<file path="src/rtl/scratchpad_stream_reader.sv">
// scratchpad_stream_reader
//   Reads a burst of words from a scratchpad and presents them as a
//   valid/ready stream. The word address starts at base_addr and advances
//   by stride modulo DEPTH.
//
// State table:
//   IDLE  | waiting for start; captures base/stride/count
//   READ  | issuing addresses and filling the output register
//   FLUSH | last word loaded, waiting for it to be accepted
//   DONE  | single-cycle completion, done=1
//
// Ports:
//   clk, rst (async, active-low)
//   start, abort                   burst control
//   base_addr, stride, count       burst parameters, captured on start
//   sp_raddr / sp_dout             scratchpad read port (combinational data)
//   out_data/out_valid/out_ready/out_last  output stream
//   busy, done                     status
module scratchpad_stream_reader #(
    parameter int DATA_WIDTH = 16,
    parameter int ADDR_WIDTH = 4,
    parameter int DEPTH      = 16
) (
    input  logic                  clk,
    input  logic                  rst,
    input  logic                  start,
    input  logic                  abort,
    input  logic [ADDR_WIDTH-1:0] base_addr,
    input  logic [ADDR_WIDTH-1:0] stride,
    input  logic [ADDR_WIDTH:0]   count,
    output logic [ADDR_WIDTH-1:0] sp_raddr,
    input  logic [DATA_WIDTH-1:0] sp_dout,
    output logic [DATA_WIDTH-1:0] out_data,
    output logic                  out_valid,
    input  logic                  out_ready,
    output logic                  out_last,
    output logic                  busy,
    output logic                  done
);

    typedef enum logic [1:0] {IDLE, READ, FLUSH, DONE} state_t;

    localparam logic [ADDR_WIDTH:0] DEPTH_W = (ADDR_WIDTH+1)'(DEPTH);
    localparam logic [ADDR_WIDTH:0] ONE_W   = (ADDR_WIDTH+1)'(1);

    state_t                state_q, state_d;
    logic [ADDR_WIDTH-1:0] next_addr_q, next_addr_d;
    logic [ADDR_WIDTH-1:0] stride_q, stride_d;
    logic [ADDR_WIDTH:0]   remain_q, remain_d;
    logic [ADDR_WIDTH-1:0] raddr_q, raddr_d;
    logic                  a_vld_q, a_vld_d;
    logic                  a_last_q, a_last_d;
    logic [DATA_WIDTH-1:0] data_q, data_d;
    logic                  valid_q, valid_d;
    logic                  last_q, last_d;
    logic                  busy_q, busy_d;
    logic                  done_q, done_d;

    logic                  advance;
    logic [ADDR_WIDTH:0]   sum_w;
    logic [ADDR_WIDTH:0]   wrap_w;

    always_comb begin
        state_d     = state_q;
        next_addr_d = next_addr_q;
        stride_d    = stride_q;
        remain_d    = remain_q;
        raddr_d     = raddr_q;
        a_vld_d     = a_vld_q;
        a_last_d    = a_last_q;
        data_d      = data_q;
        valid_d     = valid_q;
        last_d      = last_q;
        busy_d      = busy_q;
        done_d      = 1'b0;

        // The address register (sp_raddr) and the output register form a
        // two-stage pipe; both move only when the output slot is free.
        advance = !valid_q || out_ready;
        sum_w   = {1'b0, next_addr_q} + {1'b0, stride_q};
        wrap_w  = (sum_w >= DEPTH_W) ? (sum_w - DEPTH_W) : sum_w;

        unique case (state_q)
            IDLE: begin
                busy_d  = 1'b0;
                a_vld_d = 1'b0;
                if (start && !abort) begin
                    next_addr_d = base_addr;
                    stride_d    = stride;
                    remain_d    = count;
                    if (count == '0) begin
                        state_d = DONE;
                        done_d  = 1'b1;
                    end else begin
                        state_d = READ;
                        busy_d  = 1'b1;
                    end
                end
            end
            READ, FLUSH: begin
                if (abort) begin
                    state_d  = IDLE;
                    valid_d  = 1'b0;
                    last_d   = 1'b0;
                    busy_d   = 1'b0;
                    a_vld_d  = 1'b0;
                    a_last_d = 1'b0;
                    remain_d = '0;
                end else if (state_q == FLUSH) begin
                    if (valid_q && out_ready) begin
                        state_d = DONE;
                        valid_d = 1'b0;
                        last_d  = 1'b0;
                        busy_d  = 1'b0;
                        done_d  = 1'b1;
                    end
                end else if (advance) begin
                    valid_d = a_vld_q;
                    last_d  = a_vld_q && a_last_q;
                    if (a_vld_q) begin
                        data_d = sp_dout;
                    end
                    if (a_vld_q && a_last_q) begin
                        state_d  = FLUSH;
                        a_vld_d  = 1'b0;
                        a_last_d = 1'b0;
                    end else if (remain_q != '0) begin
                        raddr_d     = next_addr_q;
                        a_vld_d     = 1'b1;
                        a_last_d    = (remain_q == ONE_W);
                        next_addr_d = wrap_w[ADDR_WIDTH-1:0];
                        remain_d    = remain_q - ONE_W;
                    end else begin
                        a_vld_d = 1'b0;
                    end
                end
            end
            DONE: begin
                state_d = IDLE;
                busy_d  = 1'b0;
            end
            default: state_d = IDLE;
        endcase
    end

    always_ff @(posedge clk or negedge rst) begin
        if (!rst) begin
            state_q     <= IDLE;
            next_addr_q <= '0;
            stride_q    <= '0;
            remain_q    <= '0;
            raddr_q     <= '0;
            a_vld_q     <= 1'b0;
            a_last_q    <= 1'b0;
            data_q      <= '0;
            valid_q     <= 1'b0;
            last_q      <= 1'b0;
            busy_q      <= 1'b0;
            done_q      <= 1'b0;
        end else begin
            state_q     <= state_d;
            next_addr_q <= next_addr_d;
            stride_q    <= stride_d;
            remain_q    <= remain_d;
            raddr_q     <= raddr_d;
            a_vld_q     <= a_vld_d;
            a_last_q    <= a_last_d;
            data_q      <= data_d;
            valid_q     <= valid_d;
            last_q      <= last_d;
            busy_q      <= busy_d;
            done_q      <= done_d;
        end
    end

    assign sp_raddr  = raddr_q;
    assign out_data  = data_q;
    assign out_valid = valid_q;
    assign out_last  = last_q;
    assign busy      = busy_q;
    assign done      = done_q;

endmodule
</file>
<file path="config.mk">
export PLATFORM = sky130hd
export DESIGN_NAME = scratchpad_stream_reader
export DESIGN_NICKNAME = d
export VERILOG_FILES = /design/src/rtl/scratchpad_stream_reader.sv
export SDC_FILE = /design/constraint.sdc
export NUM_CORES = 1
export LEC_CHECK = 0
export ABC_CLOCK_PERIOD_IN_PS = 2500
export BUFFER_PORTS_ARGS = -buffer_cell sky130_fd_sc_hd__buf_4
export CAP_MARGIN = 20
export CELL_PAD_IN_SITES_DETAIL_PLACEMENT = 1
export CELL_PAD_IN_SITES_GLOBAL_PLACEMENT = 1
export CORE_ASPECT_RATIO = 0.7
export CORE_MARGIN = 10
export CORE_UTILIZATION = 36
export DETAILED_ROUTE_END_ITERATION = 6
export GPL_ROUTABILITY_DRIVEN = 0
export PLACE_DENSITY = 0.75
export SETUP_SLACK_MARGIN = 0.4
export SKIP_CTS_REPAIR_TIMING = 1
export SLEW_MARGIN = 20
export SYNTH_ARGS = -nofsm -noshare
export SYNTH_HDL_FRONTEND = slang
export SYNTH_SLANG_ARGS = --single-unit
</file>
<file path="constraint.sdc">
create_clock -name clk -period 2.5 [get_ports clk]
set_clock_uncertainty 0.15 [all_clocks]
set_input_delay 0.25 -clock clk [delete_from_list [all_inputs] [get_ports clk]]
set_output_delay 0.25 -clock clk [all_outputs]
set_load 0.1 [all_outputs]
</file>
==> impl_metrics.env, run 1 <==
export IMPL_maxSlewViolCount=0
export IMPL_cp_cell_sequence="inv_2 -> ha_4 -> nor4b_4 -> or4_1 -> a211o_1 -> or4_1 -> nand3_1"
export IMPL_yosysTopAreaCellShare=0.490
export IMPL_fin_nets=316
export IMPL_cts_tree="built"
export IMPL_finalWirelength_um=6040
export IMPL_status="finished, final reports clean"
export IMPL_cts_inserted_buffers=5
export IMPL_critPathLaunchType="register"
export IMPL_yosys_top_cells_count="41 x dfrtp_1, 24 x nand2_1, 19 x mux2_2"
export IMPL_yosysUniqueCellTypes=41
export IMPL_area_growth_pct=37.4
export IMPL_coreArea_um2=5670
export IMPL_vias=1729
export IMPL_crit_top_cell="or4_1"
export IMPL_crit_required_ns=2.58
export IMPL_yosysMostFrequentCell="dfrtp_1"
export IMPL_grt_use_total=0.128
export IMPL_seq_area_frac_synth=0.490
export IMPL_diodes=0
export IMPL_cp_num_buf_inv=1
export IMPL_crit_slowest_cell="or4_1"
export IMPL_hold_viol_final=0
export IMPL_grt_setup_unrepaired="yes"
export IMPL_die_area_um2=9310
export IMPL_post_drt_wl_per_cell_um=17.5
export IMPL_num_io_pins=58
export IMPL_fin_setup_tns_ns=0
export IMPL_tightest_slew_ns=0.521
export IMPL_synthArstFlopShare=1.00
export IMPL_drcViolationCount=0
export IMPL_root_buffer="clkbuf_8"
export IMPL_synth_edf_count=0
export IMPL_fp_row_count=23
export IMPL_ys_warn_count=0
export IMPL_initial_core_util=0.369
export IMPL_muxShareOfSynthArea=0.126
export IMPL_relSlewSlack=0.653
export IMPL_antenna_found_initial=0
export IMPL_synth_area_leaders="dfrtp_1 49%, mux2_2 10%, ha_1 6.0%"
export IMPL_syn_cell_area_um2=2090
export IMPL_grt_start_max_net_pins=42
export IMPL_worstSetupPathType="reg -> reg"
export IMPL_instances_no_fill=346
export IMPL_critPathMaxFanout=6
export IMPL_finalCritPeriodShare=0.910
export IMPL_clock_latency_ns=0.29
export IMPL_synthSimpleGateAreaFrac=0.156
export IMPL_grt_ovfl_total=0
export IMPL_worstSetupEndpointType="register"
export IMPL_synth_xor_area_frac=0.00837
export IMPL_cp_slowest_stage_delay_ns=0.47
export IMPL_die_w_um=111
export IMPL_fin_crit_ns=2.28
export IMPL_synth_compound_area_share=0.118
export IMPL_drive_gt1_frac=0.410
export IMPL_die_y_um=83.8
export IMPL_clk_pin_slew_ns=0.07
export IMPL_synth_seq_cells=41
export IMPL_yosys_area_share_adder=0.0694
export IMPL_numPortBuffers=57
export IMPL_dp_cells=334
export IMPL_yosysTopAreaCell="dfrtp_1"
export IMPL_drtIter0Drc=39
export IMPL_synth_ff_type="dfrtp_1"
export IMPL_min_path_type="in -> reg"
export IMPL_fillers=621
export IMPL_setup_viol=0
export IMPL_first_global_vias=1876
export IMPL_cts_htree_levels=2
export IMPL_syn_inst=199
export IMPL_max_cap_viol_count=0
export IMPL_clock_path_buffers=2
export IMPL_fmax_mhz=439
export IMPL_viasPerCell=5.00
export IMPL_syn_num_nets=244
export IMPL_cpLargestDelayFamily="simple AND/OR/NAND/NOR gates"
export IMPL_dpl_hpwl_um=4680
export IMPL_synth_top_family_by_area="simple AND/OR/NAND/NOR gates"
export IMPL_postRouteAntennaNets=0
export IMPL_first_pass_iters=4
export IMPL_cp_arrival_ns=2.35
export IMPL_cts_sinks=41
export IMPL_grt_pass1_wl_um=9810
export IMPL_avgSynthCellArea_um2=10.5
state kept, by name, indices dropped and copies added, names as in the netlist:
name,flops
a_last_q,1
a_vld_q,1
busy,1
done,1
next_addr_q,4
out_data,16
out_last,1
out_valid,1
remain_q,5
sp_raddr,4
state_q,2
stride_q,4
final timing paths:
path	cells past startpoint	to	start	slack [ns]
setup / recovery	7	next_addr_q[3]	remain_q[1]	0.22
hold reg to reg	2	out_last	out_last	0.34
setup reg to reg	7	next_addr_q[3]	remain_q[1]	0.22
hold / removal	3	stride_q[3]	stride[3]	0.003
min in group asynchronous	2	out_data[0]	rst	0.33
max in group asynchronous	2	out_valid	rst	1.48
cells in the final DEF, fill, tap and decap left out, types with 2 or more instances in the layout:
cell type,synthesis,final
a21o_1,2,2
a21oi_1,10,10
a31oi_1,3,2
and3_1,2,2
buf_4,0,69
clkbuf_8,0,5
dfrtp_1,41,40
dlygate4sd3_1,0,2
ha_1,10,7
ha_4,0,3
inv_1,9,5
inv_2,0,4
mux2_2,19,19
mux2i_1,5,5
nand2_1,24,23
nand3_1,5,5
nand3b_1,2,2
nor2_1,12,10
nor3_1,3,3
o21ai_0,18,15
o21ai_1,0,3
or4_1,3,3
xor2_1,2,2
cell families after synthesis:
family	Yosys count
AO/OA/AOI/OAI	42
XOR/XNOR	2
adder cells (fa/ha/maj)	11
buffers and inverters	17
flip-flops	41
multiplexers	24
AND/OR/NAND/NOR	62
metrics by stage:
step	hold WS (ns)	worst slack (ns)	cell area [µm²]	util
floorplan	-0.196	0.108	2130	-
global placement	0.121	0.210	2690	0.475
detailed placement	0.118	0.136	2690	0.475
CTS	-0.207	0.120	2770	0.488
global route	0.00203	0.160	2870	0.507
finish	0.00337	0.225	2870	0.507
routing by layer:
metal | global-route usage | vias to the layer above | part of all wire
li1 | - | 844 | -
met5 | 0 | - | 0
met4 | 0.0454 | 0 | 0.014
met2 | 0.207 | 23 | 0.50
met3 | 0.0273 | 7 | 0.032
met1 | 0.164 | 855 | 0.46
cell type report:
| cell class | count | area [µm²] | area share |
|---|---|---|---|
| Timing Repair Buffer | 72 | 558 | 0.194 |
| Multi-Input combinational cell | 141 | 1070 | 0.373 |
| Clock inverter | 1 | 5.00 | 0.00174 |
| Inverter | 10 | 42.5 | 0.0148 |
| Clock buffer | 6 | 72.6 | 0.0253 |
| Tap cell | 75 | 93.8 | 0.0327 |
| Sequential cell | 41 | 1030 | 0.358 |
worst reg2reg max path: stages (launching register included):
cell,delay [ns]
dfrtp_1,0.38
inv_2,0.07
ha_4,0.17
nor4b_4,0.15
or4_1,0.41
a211o_1,0.32
or4_1,0.47
nand3_1,0.09
Power of run 1 is not shown: default switching activity piles up to over one toggle a cycle in this logic, so the estimate is an artifact.
==> run 2, diff against run 1 <==
Settings changed: BUFFER_PORTS_ARGS -buffer_cell sky130_fd_sc_hd__buf_4 to -buffer_cell sky130_fd_sc_hd__clkbuf_2, CORE_MARGIN 10 to 5.
==> run 2 against run 1 <==
- wire length is 7.2% lower
- non-clock buffer count is 4 higher
- first-iteration DRC count is 21% higher
- the flow now finishes with violations (hold timing)
- highest routed layer unchanged
- critical path depth stayed put
==> impl_metrics.env, run 2 (synthesis gave the netlist of run 1 again) <==
export IMPL_status="complete, but fails checks"
export IMPL_violations="hold timing"
export IMPL_post_drt_wl_per_cell_um=16.0
export IMPL_first_global_vias=1881
export IMPL_fin_crit_ns=2.35
export IMPL_hold_slack_ns=-0.00163
export IMPL_crit_required_ns=2.58
export IMPL_root_buffer="clkbuf_8"
export IMPL_cts_htree_levels=2
export IMPL_area_growth_pct=33.5
export IMPL_grt_start_max_net_pins=18
export IMPL_maxSlewViolCount=0
export IMPL_grt_setup_unrepaired="yes"
export IMPL_vias=1782
export IMPL_worstSetupPathType="reg -> reg"
export IMPL_final_common_cell="clkbuf_2"
export IMPL_dpl_hpwl_um=4320
export IMPL_cts_tree="built"
export IMPL_drcViolationCount=0
export IMPL_cp_arrival_ns=2.43
export IMPL_hold_viol_final=2
export IMPL_grt_ovfl_total=0
export IMPL_finalWirelength_um=5610
export IMPL_max_cap_viol_count=0
export IMPL_die_area_um2=7460
export IMPL_cts_inserted_buffers=5
export IMPL_fillers=648
export IMPL_viasPerCell=5.08
export IMPL_grt_pass1_wl_um=9040
export IMPL_drive_gt1_frac=0.424
export IMPL_numPortBuffers=57
export IMPL_min_path_type="in -> reg"
export IMPL_critPathMaxFanout=4
export IMPL_first_pass_iters=5
export IMPL_fmax_mhz=426
export IMPL_diodes=0
export IMPL_postRouteAntennaNets=0
export IMPL_finalCritPeriodShare=0.939
export IMPL_setup_viol=0
export IMPL_fin_setup_tns_ns=0
export IMPL_tightest_slew_ns=0.548
export IMPL_drtIter0Drc=47
export IMPL_final_cell_mix="57 x clkbuf_2, 40 x dfrtp_1, 21 x nand2_1"
export IMPL_largest_reg_flops=16
export IMPL_die_w_um=101
export IMPL_fin_nets=320
export IMPL_initial_core_util=0.369
export IMPL_die_y_um=73.8
export IMPL_clock_path_buffers=2
export IMPL_fp_row_count=23
export IMPL_grt_use_total=0.155
export IMPL_worstSetupEndpointType="register"
export IMPL_relSlewSlack=0.636
export IMPL_clk_pin_slew_ns=0.08
export IMPL_antenna_found_initial=0
export IMPL_critPathLaunchType="register"
export IMPL_coreArea_um2=5670
export IMPL_num_io_pins=58
export IMPL_cts_sinks=41
export IMPL_clock_latency_ns=0.29
run 2: cell types whose count changed in the layout (fill, tap and decap cells not counted), moves of 2 or more:
| cell | delta |
|---|---|
| clkbuf_2 | +57 |
| buf_4 | -53 |
| inv_1 | +3 |
| inv_2 | -3 |
| nand2_1 | -2 |
| nand2_2 | +2 |
| o21ai_1 | -2 |
| o21ai_2 | +2 |
run 2: layer usage:
metal	vias to the layer above	GRT usage	routed length, µm
met3	5	0.0285	168
met2	25	0.251	2800
li1	860	-	-
met1	892	0.213	2590
met4	0	0.0442	51
met5	-	0	0
run 2: through the flow:
stage                     setup slack [ns]  instance area (µm²)   util  hold slack, ns  cells
final                                0.152                 2790  0.493        -0.00163    351
after global routing                0.0864                 2790  0.493         0.00731    351
after CTS                            0.103                 2680  0.473          -0.327    344
after detailed placement             0.119                 2560  0.452        -0.00906    336
after global placement               0.203                 2560  0.452         -0.0117    336
after floorplan                      0.108                 2130      -          -0.196    199
run 2: path summary, 6_finish.rpt:
check | slack, ns | to | from | depth (start not counted)
max | 0.15 | next_addr_q[3] | remain_q[0] | 7
min | -0.002 | stride_q[3] | stride[3] | 3
max reg2reg | 0.15 | next_addr_q[3] | remain_q[0] | 7
min reg2reg | 0.33 | sp_raddr[1] | sp_raddr[1] | 2
max in group asynchronous | 1.47 | remain_q[3] | rst | 3
min in group asynchronous | 0.21 | busy | rst | 2
run 2: cell type report:
class	count	area, µm²	share of cell area
Inverter	10	42.5	0.0152
Tap cell	75	93.8	0.0336
Multi-Input combinational cell	141	1060	0.381
Clock inverter	1	30.0	0.0108
Timing Repair Buffer	76	447	0.160
Sequential cell	41	1030	0.369
Clock buffer	7	86.3	0.0309
run 2: critical path, cell delays in order (launching register included):
cell and delay, ns:
dfrtp_1 0.37, inv_1 0.08, ha_4 0.17, nor4b_4 0.13, or4_1 0.48, a211o_1 0.33, or4_1 0.48, nand3_1 0.10
Power of run 2 is left out for the same reason.
